<file path="src/rtl/fwd_pkg.sv">
// Shared types for the forwarding / load-use hazard unit.
// Optional build macro FWD_ZERO_REG_EN (hardwired-zero register 0) is honoured in fwd_tag_cmp.
package fwd_pkg;

   // Widest register tag any instance may use; stage tags are stored zero-extended to this width
   localparam int MAX_REG_W = 8;

   typedef logic [1:0] fwd_sel_t;

   localparam fwd_sel_t FWD_RF  = 2'b00;
   localparam fwd_sel_t FWD_WB  = 2'b01;
   localparam fwd_sel_t FWD_MEM = 2'b10;

   typedef struct packed {
      logic                 valid;
      logic                 wr;
      logic                 is_load;
      logic [MAX_REG_W-1:0] dst;
   } stage_tag_t;

   localparam stage_tag_t STAGE_BUBBLE = '0;

   // A read operand depends on a stage when that stage holds a real writer of the same register
   function automatic logic tag_match(input logic [MAX_REG_W-1:0] src,
                                      input logic                 used,
                                      input stage_tag_t           stage);
      return used & stage.valid & stage.wr & (src == stage.dst);
   endfunction

endpackage

</file>
<file path="src/rtl/fwd_hazard_unit_if.sv">
// ID-stage request and hazard-response bundle for fwd_hazard_unit.
// master = pipeline control driving ID information, slave = the hazard unit.
interface fwd_hazard_unit_if #(
   parameter int NUM_SRC  = 2,
   parameter int NUM_REGS = 8
);
   localparam int REG_W = $clog2(NUM_REGS);

   logic                     id_valid;
   logic [NUM_SRC*REG_W-1:0] id_src;
   logic [NUM_SRC-1:0]       id_src_used;
   logic [REG_W-1:0]         id_dst;
   logic                     id_wr;
   logic                     id_is_load;
   logic                     hold;
   logic                     flush;

   logic                     stall_id;
   logic [2*NUM_SRC-1:0]     ex_fwd_sel;
   logic [NUM_SRC-1:0]       id_wb_bypass;
   logic                     ex_valid;
   logic                     mem_valid;
   logic                     wb_valid;

   modport master (
      output id_valid, id_src, id_src_used, id_dst, id_wr, id_is_load, hold, flush,
      input  stall_id, ex_fwd_sel, id_wb_bypass, ex_valid, mem_valid, wb_valid
   );

   modport slave (
      input  id_valid, id_src, id_src_used, id_dst, id_wr, id_is_load, hold, flush,
      output stall_id, ex_fwd_sel, id_wb_bypass, ex_valid, mem_valid, wb_valid
   );

endinterface

</file>
<file path="src/rtl/fwd_tag_cmp.sv">
// Single-operand comparator of one source tag against one shadow-stage tag.
// With FWD_ZERO_REG_EN defined, register 0 is hardwired zero and never matches.
module fwd_tag_cmp
   import fwd_pkg::*;
#(
   parameter int REG_W = 3
) (
   input  logic [REG_W-1:0] i_src,
   input  logic             i_used,
   input  stage_tag_t       i_stage,
   output logic             o_match
);

   logic w_rawMatch;
   logic w_unusedLoadFlag;

   assign w_rawMatch       = tag_match(MAX_REG_W'(i_src), i_used, i_stage);
   assign w_unusedLoadFlag = i_stage.is_load;

`ifdef FWD_ZERO_REG_EN
   assign o_match = w_rawMatch & (i_src != '0);
`else
   assign o_match = w_rawMatch;
`endif

endmodule

</file>
<file path="src/rtl/fwd_hazard_unit.sv">
// Forwarding and load-use hazard unit for the 5-stage pipeline.
// Tracks destination tags of in-flight instructions (EX, MEM, WB), registers per-operand
// forward selects one cycle ahead of EX, raises a one-cycle load-use stall and flags
// regfile write-through bypass in ID. Build macro FWD_ZERO_REG_EN makes register 0 hardwired zero.
module fwd_hazard_unit
   import fwd_pkg::*;
#(
   parameter int NUM_SRC  = 2,
   parameter int NUM_REGS = 8
) (
   input  logic               clk,
   input  logic               rst_n,
   fwd_hazard_unit_if.slave   bus
);

   localparam int REG_W = $clog2(NUM_REGS);

   stage_tag_t               r_ex;
   stage_tag_t               r_mem;
   stage_tag_t               r_wb;
   logic [2*NUM_SRC-1:0]     r_fwdSel;

   logic [NUM_SRC-1:0]       w_matchEx;
   logic [NUM_SRC-1:0]       w_matchMem;
   logic [NUM_SRC-1:0]       w_matchWb;
   logic                     w_stall;
   logic                     w_bubble;
   stage_tag_t               w_exNext;
   logic [2*NUM_SRC-1:0]     w_fwdSelNext;

   // Every operand is compared against each of the three shadow stages
   for (genvar g = 0; g < NUM_SRC; g++) begin : g_src
      fwd_tag_cmp #(.REG_W(REG_W)) u_cmpEx (
         .i_src   (bus.id_src[g*REG_W +: REG_W]),
         .i_used  (bus.id_src_used[g]),
         .i_stage (r_ex),
         .o_match (w_matchEx[g])
      );

      fwd_tag_cmp #(.REG_W(REG_W)) u_cmpMem (
         .i_src   (bus.id_src[g*REG_W +: REG_W]),
         .i_used  (bus.id_src_used[g]),
         .i_stage (r_mem),
         .o_match (w_matchMem[g])
      );

      fwd_tag_cmp #(.REG_W(REG_W)) u_cmpWb (
         .i_src   (bus.id_src[g*REG_W +: REG_W]),
         .i_used  (bus.id_src_used[g]),
         .i_stage (r_wb),
         .o_match (w_matchWb[g])
      );

      // The stall guarantees a load never sits in MEM while its consumer is told to take MEM data
      a_noMemLoadFwd : assert property (@(posedge clk) disable iff (!rst_n)
         (r_fwdSel[2*g +: 2] == FWD_MEM) |-> !r_mem.is_load);
   end

   // A load in EX cannot supply data yet; a flush kills the consumer so no stall is needed then
   assign w_stall  = bus.id_valid & ~bus.flush & (|w_matchEx) & r_ex.is_load;
   assign w_bubble = bus.flush | w_stall | ~bus.id_valid;

   // Tag the instruction leaving ID, or a bubble when it is killed, stalled or absent
   always_comb begin
      w_exNext = STAGE_BUBBLE;
      if (!w_bubble) begin
         w_exNext.valid   = 1'b1;
         w_exNext.wr      = bus.id_wr;
         w_exNext.is_load = bus.id_is_load;
         w_exNext.dst     = MAX_REG_W'(bus.id_dst);
      end
   end

   // Pick the youngest producer for each operand one cycle before the consumer reaches EX
   always_comb begin
      w_fwdSelNext = '0;
      if (!w_bubble) begin
         for (int i = 0; i < NUM_SRC; i++) begin
            if (w_matchEx[i] && !r_ex.is_load) begin
               w_fwdSelNext[2*i +: 2] = FWD_MEM;
            end else if (w_matchMem[i]) begin
               w_fwdSelNext[2*i +: 2] = FWD_WB;
            end else begin
               w_fwdSelNext[2*i +: 2] = FWD_RF;
            end
         end
      end
   end

   // Advance the shadow pipeline and the registered selects unless the whole core is held
   always_ff @(posedge clk or negedge rst_n) begin
      if (!rst_n) begin
         r_ex     <= STAGE_BUBBLE;
         r_mem    <= STAGE_BUBBLE;
         r_wb     <= STAGE_BUBBLE;
         r_fwdSel <= '0;
      end else if (!bus.hold) begin
         r_wb     <= r_mem;
         r_mem    <= r_ex;
         r_ex     <= w_exNext;
         r_fwdSel <= w_fwdSelNext;
      end
   end

   assign bus.stall_id     = w_stall;
   assign bus.ex_fwd_sel   = r_fwdSel;
   assign bus.id_wb_bypass = w_matchWb;
   assign bus.ex_valid     = r_ex.valid;
   assign bus.mem_valid    = r_mem.valid;
   assign bus.wb_valid     = r_wb.valid;

endmodule

</file>
<file path="src/flat_wrapper.sv">
// flat-port wrapper written by rule: the top's interface ports become plain ports
module fwd_hazard_unit_flat import fwd_pkg::*;
#(
   parameter int NUM_SRC  = 2,
   parameter int NUM_REGS = 8
)
  (clk, rst_n, bus_id_valid, bus_id_src, bus_id_src_used, bus_id_dst, bus_id_wr, bus_id_is_load, bus_hold, bus_flush, bus_stall_id, bus_ex_fwd_sel, bus_id_wb_bypass, bus_ex_valid, bus_mem_valid, bus_wb_valid);
  fwd_hazard_unit_if #(.NUM_SRC(NUM_SRC), .NUM_REGS(NUM_REGS)) bus_i ();
  input  logic clk;
  input  logic rst_n;
  input wire logic [$bits(bus_i.id_valid)-1:0] bus_id_valid;
  input wire logic [$bits(bus_i.id_src)-1:0] bus_id_src;
  input wire logic [$bits(bus_i.id_src_used)-1:0] bus_id_src_used;
  input wire logic [$bits(bus_i.id_dst)-1:0] bus_id_dst;
  input wire logic [$bits(bus_i.id_wr)-1:0] bus_id_wr;
  input wire logic [$bits(bus_i.id_is_load)-1:0] bus_id_is_load;
  input wire logic [$bits(bus_i.hold)-1:0] bus_hold;
  input wire logic [$bits(bus_i.flush)-1:0] bus_flush;
  output wire logic [$bits(bus_i.stall_id)-1:0] bus_stall_id;
  output wire logic [$bits(bus_i.ex_fwd_sel)-1:0] bus_ex_fwd_sel;
  output wire logic [$bits(bus_i.id_wb_bypass)-1:0] bus_id_wb_bypass;
  output wire logic [$bits(bus_i.ex_valid)-1:0] bus_ex_valid;
  output wire logic [$bits(bus_i.mem_valid)-1:0] bus_mem_valid;
  output wire logic [$bits(bus_i.wb_valid)-1:0] bus_wb_valid;
  assign bus_i.id_valid = bus_id_valid;
  assign bus_i.id_src = bus_id_src;
  assign bus_i.id_src_used = bus_id_src_used;
  assign bus_i.id_dst = bus_id_dst;
  assign bus_i.id_wr = bus_id_wr;
  assign bus_i.id_is_load = bus_id_is_load;
  assign bus_i.hold = bus_hold;
  assign bus_i.flush = bus_flush;
  assign bus_stall_id = bus_i.stall_id;
  assign bus_ex_fwd_sel = bus_i.ex_fwd_sel;
  assign bus_id_wb_bypass = bus_i.id_wb_bypass;
  assign bus_ex_valid = bus_i.ex_valid;
  assign bus_mem_valid = bus_i.mem_valid;
  assign bus_wb_valid = bus_i.wb_valid;
  fwd_hazard_unit #(.NUM_SRC(NUM_SRC), .NUM_REGS(NUM_REGS)) u_core (.clk(clk), .rst_n(rst_n), .bus(bus_i));
endmodule
</file>
<file path="config.mk">
export PLATFORM = sky130hd
export DESIGN_NAME = fwd_hazard_unit_flat
export DESIGN_NICKNAME = d
export VERILOG_FILES = /design/src/rtl/fwd_pkg.sv /design/src/rtl/fwd_hazard_unit_if.sv /design/src/rtl/fwd_tag_cmp.sv /design/src/rtl/fwd_hazard_unit.sv /design/src/flat_wrapper.sv
export SDC_FILE = /design/constraint.sdc
export NUM_CORES = 1
export LEC_CHECK = 0
export ABC_AREA = 1
export CORE_MARGIN = 2
export CORE_UTILIZATION = 30
export DETAILED_ROUTE_END_ITERATION = 7
export GPL_TIMING_DRIVEN = 0
export PLACE_DENSITY = 0.59
export SLEW_MARGIN = 15
export SYNTH_ARGS = -nofsm -noshare
export SYNTH_HDL_FRONTEND = slang
export SYNTH_SLANG_ARGS = --single-unit
</file>
<file path="constraint.sdc">
create_clock -name clk -period 2.87 [get_ports clk]
set_input_delay 0.4305 -clock clk [delete_from_list [all_inputs] [get_ports clk]]
set_output_delay 0.4305 -clock clk [all_outputs]
set_load 0.05 [all_outputs]
</file>
; Word-level counts from Yosys, hierarchy flattened
; Cells that the tools add are included.
[totals]
regBits = 35
latch_bits = 0
ramBits = 0
romBits = 0
inputBits = 18
out_inout_bits = 10
elab_cells = 52
mem_count = 0
[op_classes]
n_addsub = 0
mul = 0
div = 0
magnitude_cmp = 0
n_eq_ne = 6
n_shift = 0
muxes = 6
bitwise = 25
reduce_logical = 4
[op_table]
columns = cell, count
row1 = $eq 3x8->1, 6
row2 = $and 1x1->1, 21
row3 = $mux 11, 1
row4 = $mux 2, 2
row5 = $mux 4, 1
row6 = $logic_and 1x1->1, 2
row7 = $mux 1, 2
row8 = $not 1->1, 2
row9 = $or 1x1->1, 2
row10 = $reduce_or 2->1, 1
row11 = $logic_not 1->1, 1

; Longest topological paths before layout
[logic_depth]
ltp_word = 9
ltp_mapped = 10
mapped_depth_nobuf = 9

; Cells and area by module
; Synthesis repeated with hierarchy kept, for this count alone.
[hier_totals]
cells_unflattened = 259
area_unflattened_um2 = 1629.1
[modules_own_cells]
columns = mod, instances, cells_each, area_per_inst_um2, seq_area_each_um2
row1 = fwd_hazard_unit, 1, 97, 923.4, 550.5
row2 = fwd_tag_cmp, 6, 27, 117.6, 0.0

; Worst setup path before layout
; Ideal clock, no wire load.
[synth_path]
path_kind = register -> output
from = reg u_core.r_ex, in the netlist u_core.bus.ex_valid
to = out bus_stall_id
arrival_time_ps = 1535
setup_slack_ps = 904
stages_incl_launch_ff = 8
n_path_buf = 1
path_cell_list = dfrtp_1 nand3_1 nor2_2 nand2_1 nand2_1 nand2_2 buf_6 inv_1
[synth_between]
elab_chain_len = 6
word_cells_on_any_way = 9
[synth_rtl]
columns = item, line
row1 = "start, declared", fwd_hazard_unit.sv:18  ; stage_tag_t r_ex;
row2 = "start signal, assigned", fwd_hazard_unit.sv:100  ; r_ex <= w_exNext;
row3 = $and 1x1->1 (3 in series), fwd_pkg.sv:27  ; return used & stage.valid & stage.wr & (src == stage.dst);
row4 = $reduce_or 2->1 (*), fwd_hazard_unit.sv:60  ; assign w_stall = bus.id_valid & ~bus.flush & (|w_matchEx) & r_ex.is_load;
row5 = $and 1x1->1 (*) (2 in series), fwd_hazard_unit.sv:60
row6 = "end, declared", flat_wrapper.sv:19  ; output wire logic [$bits(bus_i.stall_id)-1:0] bus_stall_id;
; Every way passes the cells marked *; elsewhere a longest branch is shown, timed or not.

; Final worst setup path
[layout_path]
from = in bus_id_src[0]
to = out bus_id_wb_bypass[0]
[layout_between]
elab_chain_len = 2
[layout_rtl]
columns = item, line
row1 = "start, declared", flat_wrapper.sv:12  ; input wire logic [$bits(bus_i.id_src)-1:0] bus_id_src;
row2 = $eq 3x8->1, fwd_pkg.sv:27
row3 = $and 1x1->1, fwd_pkg.sv:27
row4 = "end, declared", flat_wrapper.sv:21  ; output wire logic [$bits(bus_i.id_wb_bypass)-1:0] bus_id_wb_bypass;
; Every way passes these cells.

==> impl_metrics.ini <==
[final_layout]
regArea_um2 = 500.5
instances_no_fill = 242
multi_input_area_um2 = 534.3
area_growth_syn_to_layout_pct = 32.01
antenna_cells = 0
n_fill_cell = 412
drive_gt1_share_pct = 10.31
nets = 213

[power_and_ir_drop]
peakVddDrop_uv = 236.2
power.leakage_uw = 0.0007911
p_total_uw = 654.8
power_density_nw_per_um2 = 424.4

[floorplan]
die_w_um = 66.42
boundaryPins = 28
die_area_um2 = 4411
initial_core_util_pct = 31.45
core_um2 = 3716
die_h_um = 66.42
rows = 22

[yosys]
synth_area_um2 = 1169
synth_top_family_by_area = simple AND/OR/NAND/NOR gates
synth_edf_count = 0
synthCells = 164
synth_mux_area_share_pct = 0
ys.flop_type = dfrtp_1
synth_common_cells = 67 x nand2_1, 20 x dfrtp_1, 18 x inv_1, 18 x nand3_1, 8 x o21ai_0
synth_seq_area_share_pct = 42.83
synth_nets = 182
syn_avg_cell_area_um2 = 7.126
synth_top_area_share_pct = 42.83
synthArstFlopShare_pct = 100.0
ys_warn_count = 0
yosys.area_share.simple_pct = 35.55
synth-seq-cells = 20
synth_compound_area_share_pct = 3.426
yosys.cell_types.count = 18
synth_fa_ha_area_share_pct = 0
yosysMostFrequentCell = nand2_1
synth_top_area_cell = dfrtp_1
synth_area_leaders = dfrtp_1 43%, nand2_1 22%, nand3_1 7.7%
synth_xor_area_share_pct = 6.745

[critical_path]
rrSetupSlack_ns = 1.61
crit_chain = clkdlybuf4s50_1 > xnor2_1 > nand3_1 > nor3_1 > buf_4 > clkdlybuf4s50_1
critPathMaxFanout = 4
max_stage_delay_ns = 0.78
path_class = in -> out
worstPathRequired_ns = 2.44
crit_top_cell = clkdlybuf4s50_1
critPathArrivalTime_ns = 2.36
start_kind = input pin
slowest_stage = clkdlybuf4s50_1
critPathCaptureType = output port

[clocking]
clk-insertion-delay-late_ns = 0.26
clkSinkCount = 20
cts_setup_buffers = 0
root_buffer = clkbuf_8
h-tree-depth = 1
ctsResizeCount = 1
cts_inserted_buffers = 3
cts.path.max_buffers = 2
holdBufCountCts = 0
tritoncts = built
clk_pin_slew_ns = 0.07

[placed_design]
dp_hpwl_um = 2012
place.detailed.instances = 238
gp_congestion = 0.7750
port_buffers = 26
dp_slack_ns = -0.01539

[drt]
drtIter0Drc = 32
drt-wirelength-per-cell_um = 11.13
totalWireLength_um = 2693
ant_nets = 0
drc_errors = 0
viasPerCell = 4.302
via_count = 1041
first_pass_iters = 4

[timing]
setup_viol = 0
max_slew_margin_pct = 35.78
finClkSkew_ns = 0.001460
post-route-period-util_pct = 97.37
finalHoldViolations = 0
slew_violations = 0
final.setup.worst_slack_ns = 0.07542
worst_pin_slew_ns = 0.9603
finalCriticalPeriod_ns = 2.795
max_freq_mhz = 357.8
rsz0062_at_grt = no

[grt]
grt_pass1_vias = 992
track_usage_pct = 13.36
grt-ovfl-total = 0
grt_start_max_net_pins = 21
antenna_found_initial = 0
grt_pass1_wl_um = 4416

[status]
outcome = finished, final reports clean

[job]
maxCapViolations = 0

[hold_path]
hold_class = in -> reg
==> placed cells by master, fill, tap and decap left out, types with 5 or more instances in the layout <==
master and count:
nand2_1 67, clkdlybuf4s50_1 25, dfrtp_1 20, inv_1 18, nand3_1 18, o21ai_0 8
nor2_2 5, nor2_1 5, xnor2_1 5, clkbuf_8 5
==> metal layers <==
metal  global-route usage (%)  vias to the layer above  share of wire [%]
met2                    21.38                       28                 43
li1                         -                      556                  -
met1                    18.46                      455                 51
met5                        0                        -                  0
met3                    2.215                        2                5.2
met4                    3.827                        0               0.63
==> kinds of logic (layout without fill, tap and decap cells) <==
group,count (synthesis),after routing
and+or+nand+nor,99,99
DFF,20,20
buffers and inverters,28,58
xor gates and xnor gates,9,9
AOI/OAI and AO/OA,8,8
==> metrics by stage <==
stage	hold slack, ns	utilization [%]	instance area, um^2	TNS (ns)
after floorplan	0.1349	-	1169	0
after global placement	0.4591	40.07	1489	-0.02847
after detailed placement	0.4665	40.07	1489	-0.01539
after CTS	0.4408	41.52	1543	0
after global routing	0.4631	41.52	1543	0
final	0.4440	41.52	1543	0
==> report_power, final <==
group          internal, uW  total [uW]  switching [uW]
Sequential              298         315            17.0
Combinational          53.7         123            69.1
Clock                   122         217            94.7
Total                   474         655             181
==> layout make-up <==
type | instances | area share, %
multi-input combinational | 116 | 34.63
sequential | 20 | 32.44
timing repair buffer | 26 | 16.79
inverter | 22 | 5.353
tap | 48 | 3.893
clock buffer | 4 | 3.569
buffer | 6 | 3.325
==> critical path, delay by kind of cell <==
kind,cells,cell delay [ns]
buffers and inverters,3,1.50
and+or+nand+nor,2,0.28
xor gates and xnor gates,1,0.14
==> sequential cells by signal, indices dropped and copies added, names as in the netlist <==
signal and cells:
u_core.bus.ex_valid 1, u_core.bus.wb_valid 1, u_core.r_ex 5, u_core.bus.ex_fwd_sel 4, u_core.bus.mem_valid 1, u_core.r_mem 4
u_core.r_wb 4
==> path summary, 6_finish.rpt <==
kind,start,end,depth (start not counted)
max,bus_id_src[0],bus_id_wb_bypass[0],6
min,bus_hold,u_core.r_mem[2],2
max reg2reg,u_core.r_ex[0],u_core.bus.ex_fwd_sel[0],10
min reg2reg,u_core.bus.ex_fwd_sel[1],u_core.bus.ex_fwd_sel[1],2
max in group asynchronous,rst_n,u_core.bus.ex_fwd_sel[1],1
min in group asynchronous,rst_n,u_core.r_wb[9],1
No activity file was read; power rests on OpenSTA's default activity.
